## src/rtl/freq_measure_ctrl.sv

```systemverilog
// freq_measure_ctrl: sequences one frequency-meter measurement per start request.
//   Clears the meter for RST_CYCLES clocks, waits for meter_ready, reads the eight
//   result bytes (3 clocks per byte), then publishes count_f/count_ref atomically.
//
// Optional feature: define FREQ_MEASURE_CTRL_TIMEOUT_EN to bound the wait for
//   meter_ready to TIMEOUT_CYCLES clocks. When it expires the run ends with
//   timeout=1 and valid=0. Without the macro the wait is unbounded and timeout is 0.
//
// Ports:
//   clk, reset         - rising-edge clock, asynchronous active-low reset
//   start              - one-cycle request, accepted only while idle
//   busy, done         - run in progress / one-cycle end-of-run pulse
//   valid, timeout     - result status of the last run
//   count_f, count_ref - measured and reference counts (meter bytes 0..3 / 4..7)
//   meter_*            - frequency meter clear, ready, read strobe, byte select, data
module freq_measure_ctrl #(
  parameter int unsigned RST_CYCLES     = 4,
  parameter int unsigned TIMEOUT_CYCLES = 200000000
) (
  input  logic        clk,
  input  logic        reset,
  input  logic        start,
  output logic        busy,
  output logic        done,
  output logic        valid,
  output logic        timeout,
  output logic [31:0] count_f,
  output logic [31:0] count_ref,
  output logic        meter_reset_n,
  input  logic        meter_ready,
  output logic        meter_rd,
  output logic [2:0]  meter_address,
  input  logic [7:0]  meter_data
);

  if (RST_CYCLES < 1 || RST_CYCLES > 255) begin : gen_bad_rst_cycles
    $error("RST_CYCLES must be in 1..255");
  end
  if (TIMEOUT_CYCLES < 1) begin : gen_bad_timeout_cycles
    $error("TIMEOUT_CYCLES must be at least 1");
  end

  typedef enum logic [2:0] {
    StIdle,
    StClear,
    StWaitReady,
    StRdSetup,
    StRdStrobe,
    StRdCapture,
    StFinish
  } state_e;

  localparam logic [7:0] RstLast = 8'(RST_CYCLES - 1);

  state_e      state_q, state_d;
  logic [2:0]  index_q, index_d;
  logic [7:0]  clr_cnt_q, clr_cnt_d;
  logic [63:0] staging_q, staging_d;
  logic [31:0] count_f_q, count_f_d;
  logic [31:0] count_ref_q, count_ref_d;
  logic        valid_q, valid_d;
  logic        busy_q, busy_d;
  logic        done_q, done_d;
  logic        meter_rd_q, meter_rd_d;
  logic        meter_reset_n_q, meter_reset_n_d;

`ifdef FREQ_MEASURE_CTRL_TIMEOUT_EN
  localparam logic [31:0] TmoLast = 32'(TIMEOUT_CYCLES - 1);
  logic [31:0] tmo_cnt_q, tmo_cnt_d;
  logic        timeout_q, timeout_d;
`endif

  always_comb begin
    state_d     = state_q;
    index_d     = index_q;
    clr_cnt_d   = clr_cnt_q;
    staging_d   = staging_q;
    count_f_d   = count_f_q;
    count_ref_d = count_ref_q;
    valid_d     = valid_q;
`ifdef FREQ_MEASURE_CTRL_TIMEOUT_EN
    tmo_cnt_d   = tmo_cnt_q;
    timeout_d   = timeout_q;
`endif

    unique case (state_q)
      StIdle: begin
        if (start) begin
          state_d   = StClear;
          valid_d   = 1'b0;
          index_d   = 3'd0;
          clr_cnt_d = 8'd0;
`ifdef FREQ_MEASURE_CTRL_TIMEOUT_EN
          timeout_d = 1'b0;
`endif
        end
      end
      StClear: begin
        if (clr_cnt_q == RstLast) begin
          state_d = StWaitReady;
`ifdef FREQ_MEASURE_CTRL_TIMEOUT_EN
          tmo_cnt_d = 32'd0;
`endif
        end else begin
          clr_cnt_d = clr_cnt_q + 8'd1;
        end
      end
      StWaitReady: begin
        // meter_ready is tested first so it wins over a simultaneous expiry.
        if (meter_ready) begin
          state_d = StRdSetup;
`ifdef FREQ_MEASURE_CTRL_TIMEOUT_EN
        end else if (tmo_cnt_q == TmoLast) begin
          state_d   = StFinish;
          timeout_d = 1'b1;
          valid_d   = 1'b0;
        end else begin
          tmo_cnt_d = tmo_cnt_q + 32'd1;
`endif
        end
      end
      StRdSetup:  state_d = StRdStrobe;
      StRdStrobe: state_d = StRdCapture;
      StRdCapture: begin
        staging_d[{index_q, 3'b000} +: 8] = meter_data;
        if (index_q == 3'd7) begin
          state_d     = StFinish;
          valid_d     = 1'b1;
          // Load from the merged staging value so the counts appear with done.
          count_f_d   = staging_d[31:0];
          count_ref_d = staging_d[63:32];
        end else begin
          index_d = index_q + 3'd1;
          state_d = StRdSetup;
        end
      end
      StFinish: state_d = StIdle;
      default:  state_d = StIdle;
    endcase

    // Outputs are registered from the next state so they line up with state_q.
    busy_d          = (state_d != StIdle);
    done_d          = (state_d == StFinish);
    meter_rd_d      = !(state_d inside {StRdStrobe, StRdCapture});
    meter_reset_n_d = !(state_d inside {StIdle, StClear});
  end

  always_ff @(posedge clk or negedge reset) begin
    if (!reset) begin
      state_q         <= StIdle;
      index_q         <= 3'd0;
      clr_cnt_q       <= 8'd0;
      staging_q       <= 64'd0;
      count_f_q       <= 32'd0;
      count_ref_q     <= 32'd0;
      valid_q         <= 1'b0;
      busy_q          <= 1'b0;
      done_q          <= 1'b0;
      meter_rd_q      <= 1'b1;
      meter_reset_n_q <= 1'b0;
`ifdef FREQ_MEASURE_CTRL_TIMEOUT_EN
      tmo_cnt_q       <= 32'd0;
      timeout_q       <= 1'b0;
`endif
    end else begin
      state_q         <= state_d;
      index_q         <= index_d;
      clr_cnt_q       <= clr_cnt_d;
      staging_q       <= staging_d;
      count_f_q       <= count_f_d;
      count_ref_q     <= count_ref_d;
      valid_q         <= valid_d;
      busy_q          <= busy_d;
      done_q          <= done_d;
      meter_rd_q      <= meter_rd_d;
      meter_reset_n_q <= meter_reset_n_d;
`ifdef FREQ_MEASURE_CTRL_TIMEOUT_EN
      tmo_cnt_q       <= tmo_cnt_d;
      timeout_q       <= timeout_d;
`endif
    end
  end

  assign busy          = busy_q;
  assign done          = done_q;
  assign valid         = valid_q;
  assign count_f       = count_f_q;
  assign count_ref     = count_ref_q;
  assign meter_rd      = meter_rd_q;
  assign meter_reset_n = meter_reset_n_q;
  // The byte index only moves while meter_rd is high, so it can drive the address.
  assign meter_address = index_q;

`ifdef FREQ_MEASURE_CTRL_TIMEOUT_EN
  assign timeout = timeout_q;
`else
  assign timeout = 1'b0;
`endif

endmodule

```

## config.mk

```make
export PLATFORM = sky130hd
export DESIGN_NAME = freq_measure_ctrl
export DESIGN_NICKNAME = d
export VERILOG_FILES = /design/src/rtl/freq_measure_ctrl.sv
export SDC_FILE = /design/constraint.sdc
export NUM_CORES = 1
export LEC_CHECK = 0
export ABC_CLOCK_PERIOD_IN_PS = 2620
export CAP_MARGIN = 20
export CORE_ASPECT_RATIO = 0.8
export CORE_UTILIZATION = 52
export CTS_BUF_LIST = sky130_fd_sc_hd__clkbuf_8
export DETAILED_ROUTE_END_ITERATION = 8
export PLACE_DENSITY = 0.78
export SLEW_MARGIN = 20
export SYNTH_ARGS = -nofsm -noshare
export SYNTH_HDL_FRONTEND = slang
export SYNTH_SLANG_ARGS = --single-unit
```

## constraint.sdc

```tcl
create_clock -name clk -period 2.62 [get_ports clk]
set_input_delay 0.655 -clock clk [delete_from_list [all_inputs] [get_ports clk]]
set_output_delay 0.655 -clock clk [all_outputs]
set_load 0.02 [all_outputs]
```

; Word level (Yosys, flattened, before mapping)
; Cells that the tools add are included.
[op_classes]
n_div = 0
bitwise = 0
shift = 2
n_lt_le_gt_ge = 0
reduce_logical = 13
muxes = 15
eq_ne = 15
multipliers = 0
addsub = 3
[ops]
columns = cell, n
row1 = 64-bit bitwise mux, 1
row2 = 8-bit by 8-bit variable shift with 64-bit output (first input constant), 1
row3 = 8-bit by 8-bit variable part select with 64-bit output, 1
row4 = 3-bit equality test (second input constant), 6
row5 = 3-bit 2-to-1 mux, 6
row6 = 3-bit case mux with 6 select lines, 1
row7 = 8-bit 2-to-1 mux, 2
row8 = 8-bit case mux with 2 select lines, 1
row9 = 3-bit AND reduction, 3
row10 = 8-bit by 1-bit adder with 8-bit output (second input constant), 1
row11 = 8-bit by 2-bit equality test with 1-bit output (second input constant), 1
row12 = 2-bit inequality test (second input constant), 4
row13 = 6-bit negation with 8-bit output, 1
row14 = 2-bit nonzero test, 4
row15 = 3-bit by 1-bit equality test with 1-bit output (second input constant), 2
row16 = 3-bit by 2-bit equality test with 1-bit output (second input constant), 2
row17 = 3-bit zero test, 2
row18 = 3-bit case mux with 2 select lines, 1
row19 = 3-bit by 1-bit adder with 3-bit output (second input constant), 1
row20 = 3-bit nonzero test, 1
row21 = 1-bit zero test, 2
row22 = 1-bit 2-to-1 mux, 2
row23 = 1-bit case mux with 2 select lines, 1
row24 = 2-bit AND reduction, 1
[totals]
regBits = 147
n_memories = 0
ramBits = 0
word_cells = 59
latchBits = 0
rom_bits = 0
output_inout_bits = 73
in_bits = 12

; Depth between registers and ports, before layout
[logic_depth]
ltp_word = 6
ltp_mapped = 9
depth_no_buf = 6

; Least setup slack after synthesis
; OpenSTA, ideal clock, no wires.
[synth_timing]
path_kind = register to register
start = register index_q[0], in the netlist meter_address[0]
end = register staging_q[32]
setup_ps = 125
required_ps = 2495
n_path_buf = 3
period_less_slack_ps = 2814
slack_ps = -194
arrival_time_ps = 2689
stages_incl_launch_ff = 10
cell_sequence = dfrtp_1 -> buf_2 -> inv_1 -> ha_1 -> ha_1 -> or4b_1 -> buf_2 -> or3_1 -> buf_6 -> mux2_4
[synth_between]
elab_chain_len = 3
word_cells_on_any_way = 4
classes_between = add/sub (1) / shift (2) / mux (1)
[synth_lines]
columns = item, line
row1 = "start, declared", 56  ; logic [2:0] index_q, index_d;
row2 = "start signal, assigned", 167  ; index_q <= index_d;
row3 = 6-bit negation with 8-bit output (*), 125  ; staging_d[{index_q, 3'b000} +: 8] = meter_data;
row4 = 8-bit by 8-bit variable part select with 64-bit output or 8-bit by 8-bit variable shift with 64-bit output (tied branches), 125
row5 = 64-bit bitwise mux (*), 125
row6 = "end signal, assigned", 169  ; staging_q <= staging_d;
row7 = "end, declared", 58  ; logic [63:0] staging_q, staging_d;
; Every way passes the cells marked *; elsewhere a longest branch is shown, timed or not.
; A chain may end at the register's enable or synchronous reset.

; Final worst setup path
[layout_timing]
start = register index_q[0], in the netlist meter_address[0]
end = register staging_q[35]
; The elaborated chain is that of the path after synthesis.

==> summary.txt <==
Detailed routing
  – Vias/cell: 5.98
  – Initial DRC count: 414
  – Final WL: 16.7 mm
  – Vias: 5373
  – Pre-Repair DR Iteration Count: 5
  – Routed length on met3: 1.08 mm
  – Drt drc: 0
  – Metal-1 WL: between 7 and 8 mm
  – Post-DRT Antenna Nets: 0
  – Uppermost routed layer: met4
  – Met2 wire length: roughly 7.6 mm
  – DR WL/cell: approximately 19 um

Setup path
  – Worst reg2reg path startpoint: meter_address[0]
  – R2r endpoint: staging_q[35]
  – Worst setup endpoint: staging_q[35]
  – Critical path origin: meter_address[0]
  – Crit path launch type: flop
  – Worst Path Arrival: roughly 2.8 ns
  – Required time worst endpoint: approximately 3 ns
  – R2R Setup Slk: approximately 0.16 ns
  – CP endpoint kind: flop
  – Crit Path Class: reg2reg
  – Crit-path max FO: 8
  – Worst-case reg-to-reg path depth: 6

Cells and area
  – Area growth syn-to-layout: 22.1%
  – Fraction of layout cells with a size suffix above 1: 0.209
  – Nets: 731
  – Inserted Diodes: 0
  – Post-route cell area: between 0.008 and 0.009 mm^2

Synthesis
  – Post-synthesis sequential area ratio: 0.533
  – Synthesis warning total: 0
  – Cell area after synthesis: around 0.0069 mm^2
  – Synthesized flop and latch total: 147
  – Top-area cell type share of the netlist area: 0.529
  – Synthesized area per cell: between 10 and 15 um^2
  – Post-synth top cells: dfrtp_1, mux2_2, nand2_1
  – Cells after synthesis: about 640
  – Most frequent cell after synthesis: dfrtp_1
  – Area leader, netlist: dfrtp_1
  – Synth top area cells: dfrtp_1, mux2_2, o211ai_1
  – Syn Nets: ~650
  – Most used DFF post-synth: dfrtp_1
  – Distinct cells, synth: 55
  – EDFF count, synth: 0
  – Post-synth ARST share: 1.00

Clocking
  – Root Driver: clkbuf_8
  – CTS resizes: 0
  – Htree depth: 4
  – Cts hold-fix bufs: 0
  – Clock transition at path regs: about 0.080 ns
  – Clk_lat worst skew: around 0.45 ns
  – Longest Clk Path Bufs: 2
  – Cts bufs inserted: 17
  – TritonCTS clock tree: yes
  – CTS Sinks: ~150
  – Post-CTS setup buffer count: 0

Floorplan
  – Chip Height: ~110 um
  – Row count: 37
  – Io pins: 85
  – Die Area: roughly 0.014 mm^2
  – Initial Utilization: 0.534
  – CORE AREA: about 0.013 mm^2
  – Die X: 131 um

STA
  – Fin. max-slew vios: 0
  – Worst-Margin Slew: between 0.9 and 1 ns
  – Layout Skew: 0.0113 ns
  – Setup Total Neg Slack: 0 ns
  – RSZ-0062 raised after global routing: no
  – Setup violators final: 0
  – Fmax achieved: 407 MHz
  – Tmin final: between 2 and 2.5 ns
  – Fin crit share: 0.938
  – Final Hold Vio Count: 0
  – Max_slew headroom: 0.365

Run status
  – Outcome: completed

GRT
  – First-pass GRT wire length: about 27 mm
  – GRT Resource Usage Total: 0.263
  – Grt ovf: 0
  – Number of global-route vias before repair: 5245
  – Largest net degree at the start of global routing: 61
  – Initial antenna violation count: 0

Placement
  – Input/output buffers: just over 80
  – Placed inst area: between 0.008 and 0.009 mm^2
  – DP HPWL: 11.2 mm
  – Placer Congestion: ~0.85

Job
  – MaxCap Viol Count: 0

Min path
  – Hold/Removal Path Class: in2async

Power
  – LEAKAGE: around 3.7 nW
  – PD cells: roughly 610 mW/mm^2
  – Peak supply drop: between 0.0003 and 0.0004 V
  – PnR Total Power: a little over 5 mW
## registers in the layout (all words and copies together), names as in the netlist, 3 cells and up
register and flops:
staging_q 64, count_f 32, count_ref 32, clr_cnt_q 8, meter_address 3, state_q 3
## report_power, final
group / total, mW / internal (mW) / switching [mW] / leakage, nW
Clock: 1.87 / 1.04 / 0.826 / 0.218
Sequential: 2.54 / 2.40 / 0.134 / 1.71
Combinational: 0.767 / 0.352 / 0.415 / 1.75
Total: 5.17 / 3.80 / 1.38 / 3.68
## cell usage in the layout (no fill, tap or decap), drive strengths merged, types with 9 or more instances in the layout
master / n
o21ai: 26
inv: 11
mux2: 68
a31oi: 25
buf: 32
and2: 25
nand2: 44
a21oi: 37
dfrtp: 146
nand3: 22
o211ai: 32
clkdlybuf4s50: 82
nor2: 39
and3: 10
clkbuf: 18
nand4: 9
## per-layer routing
| metal | global-route usage | vias up |
|---|---|---|
| li1 | - | 2463 |
| met1 | 0.373 | 2680 |
| met2 | 0.385 | 207 |
| met3 | 0.0676 | 23 |
| met4 | 0.104 | 0 |
| met5 | 0 | - |
## cell families after synthesis
family,synth area share
other,0.000543
adders and majority gates,0.0127
and+or+nand+nor,0.158
DFF,0.533
buffers and inverters,0.0379
muxes,0.120
AOI/OAI and AO/OA,0.138
## area by class of cell
class | instances | area (um^2)
flip-flops and latches | 147 | 3680
repair buffers | 114 | 1090
fillers | 954 | 4490
clock buffers | 18 | 248
well taps | 175 | 219
clock inverters | 13 | 170
inverters | 8 | 30.0
multi-input cells | 424 | 2990
## through the flow
stage / hold slack, ns / setup WS [ns] / instances / util
after floorplan: 0.359 / 0.00843 / 635 / -
after global placement: 0.464 / 0.161 / 868 / 0.620
after detailed placement: 0.473 / 0.135 / 868 / 0.620
after CTS: 0.0910 / 0.176 / 899 / 0.652
after global routing: 0.0928 / 0.102 / 899 / 0.653
final: 0.0960 / 0.162 / 899 / 0.653
## worst max-delay path, stage by stage, from the launching register on
cell and delay [ns]:
dfrtp_2 0.37, inv_1 0.07, ha_1 0.24, ha_4 0.27, or4b_1 0.47, or3_1 0.55
mux2_4 0.37
## how the worst min path moves through the flow
| stage | startpoint | to | slack (ns) | cells past startpoint |
|---|---|---|---|---|
| floorplan | reset | busy | 0.36 | 0 |
| global placement | valid | valid | 0.46 | 2 |
| detailed placement | count_ref[12] | count_ref[12] | 0.47 | 2 |
| CTS | reset | count_f[11] | 0.09 | 1 |
| global route | reset | staging_q[41] | 0.09 | 1 |
| finish | reset | staging_q[12] | 0.1 | 1 |
Power figures use the tool's default switching activity.
==> variant: new RTL, config.mk and constraints unchanged <==
Add a define of `FREQ_MEASURE_CTRL_TIMEOUT_EN`.
--- a/src/rtl/freq_measure_ctrl.sv
+++ b/src/rtl/freq_measure_ctrl.sv
@@ -15,2 +15,4 @@
 //   meter_*            - frequency meter clear, ready, read strobe, byte select, data
+`define FREQ_MEASURE_CTRL_TIMEOUT_EN
+
 module freq_measure_ctrl #(
Function: no difference found for any inputs over 10 cycles, from zero or initial values and one cycle with reset low; that may be too few to reach the edited logic, so the function may still have changed.
==> variant against the original RTL <==
Count of clock-buffer cells in the layout unchanged. Cell count up 30%. Routed wire length up 13%. Sequential cell count up 33. Worst setup slack better by 0.027 ns. Area after synthesis up 20%. Maximum frequency up 1.1%. Die area up 20%. Cell area up 19%. Highest routed layer unchanged.
Power is not compared: it rests on default switching activity, and its combinational part moved more than twofold at a synthesized area within 25%.
==> variant: results (changes against the original RTL) <==
Run status
  • Status: completed

Routing
  • Met1 WL: 9070 um (+18%)
  • Met2 WL: 8750 um (+15%)
  • Met3 WL: 913 um (-16%)
  • Routed length per placed instance: 16.1 um (-13%)

Global route
  • M2 GR Usage: 38.5% (about the same)
  • Gr usage total: 25.0% (-1.3 points)
  • Vias in the first global route: 6290 (+20%)
  • GR Util met1: 36.9% (-0.33 points)
  • M3 GR Usage: 4.79% (-2.0 points)

Placed design
  • Routability cong.: 0.890 (+4.3%)
  • Pre-CTS setup slack: -0.100 ns (-0.236 ns)
  • Dpl hpwl: 13000 um (+17%)

Worst setup path
  • Reg2Reg Depth: 7 (+1)
  • Arrival time of the worst setup path: 2.78 ns (about the same)
  • CP max stage delay: 0.49 ns (-0.06 ns)

Final layout
  • Layout Cells excl Fill: 1172 (+30%)
  • Fraction of layout cells with a size suffix above 1: 11.7% (-9.1 points)

Synth
  • Syn_nets: 869 (+33%)
  • Register area share after synthesis: 54.3% (+0.97 points)
  • Compound-Gate Fraction of Synth Area: 12.0% (-1.8 points)
  • Count of different cell masters after synthesis: 50 (-9.1%)
  • Post-synth top cells: dfrtp_1 (179), nand2_1 (166), o21ai_0 (112)
  • Synth top area cells: dfrtp_1 (54%), nand2_1 (7.5%), o21ai_0 (6.8%)
  • Mapped Cells: 849 (+34%)

Timing
  • Tcrit/Tclk final: 92.8% (-1.0 points)
  • Slew HR: 55.7% (+19 points)
variant: area by class of cell:
cell class / instances / area, um^2 / share of cell area [%]
Multi-Input combinational cell: 605 / 3570 / 35.5
Timing Repair Buffer: 123 / 1210 / 12.0
Clock buffer: 18 / 248 / 2.46
Tap cell: 210 / 263 / 2.61
Sequential cell: 180 / 4510 / 44.8
Inverter: 22 / 82.6 / 0.821
Clock inverter: 14 / 175 / 1.74
variant: power breakdown:
part | internal [mW] | switching, mW | total (mW)
registers | 3.27 | 0.307 | 3.58
logic | 1.02 | 1.30 | 2.32
clock network | 0.981 | 1.03 | 2.01
total | 5.28 | 2.63 | 7.91
variant: worst max-delay path: cells and delay by family (launching register included):
family	cells	cell delay, ns
muxes	1	0.31
AOI/OAI and AO/OA	1	0.09
adders and majority gates	2	0.61
DFF	1	0.49
buffers and inverters	1	0.15
and+or+nand+nor	2	0.67
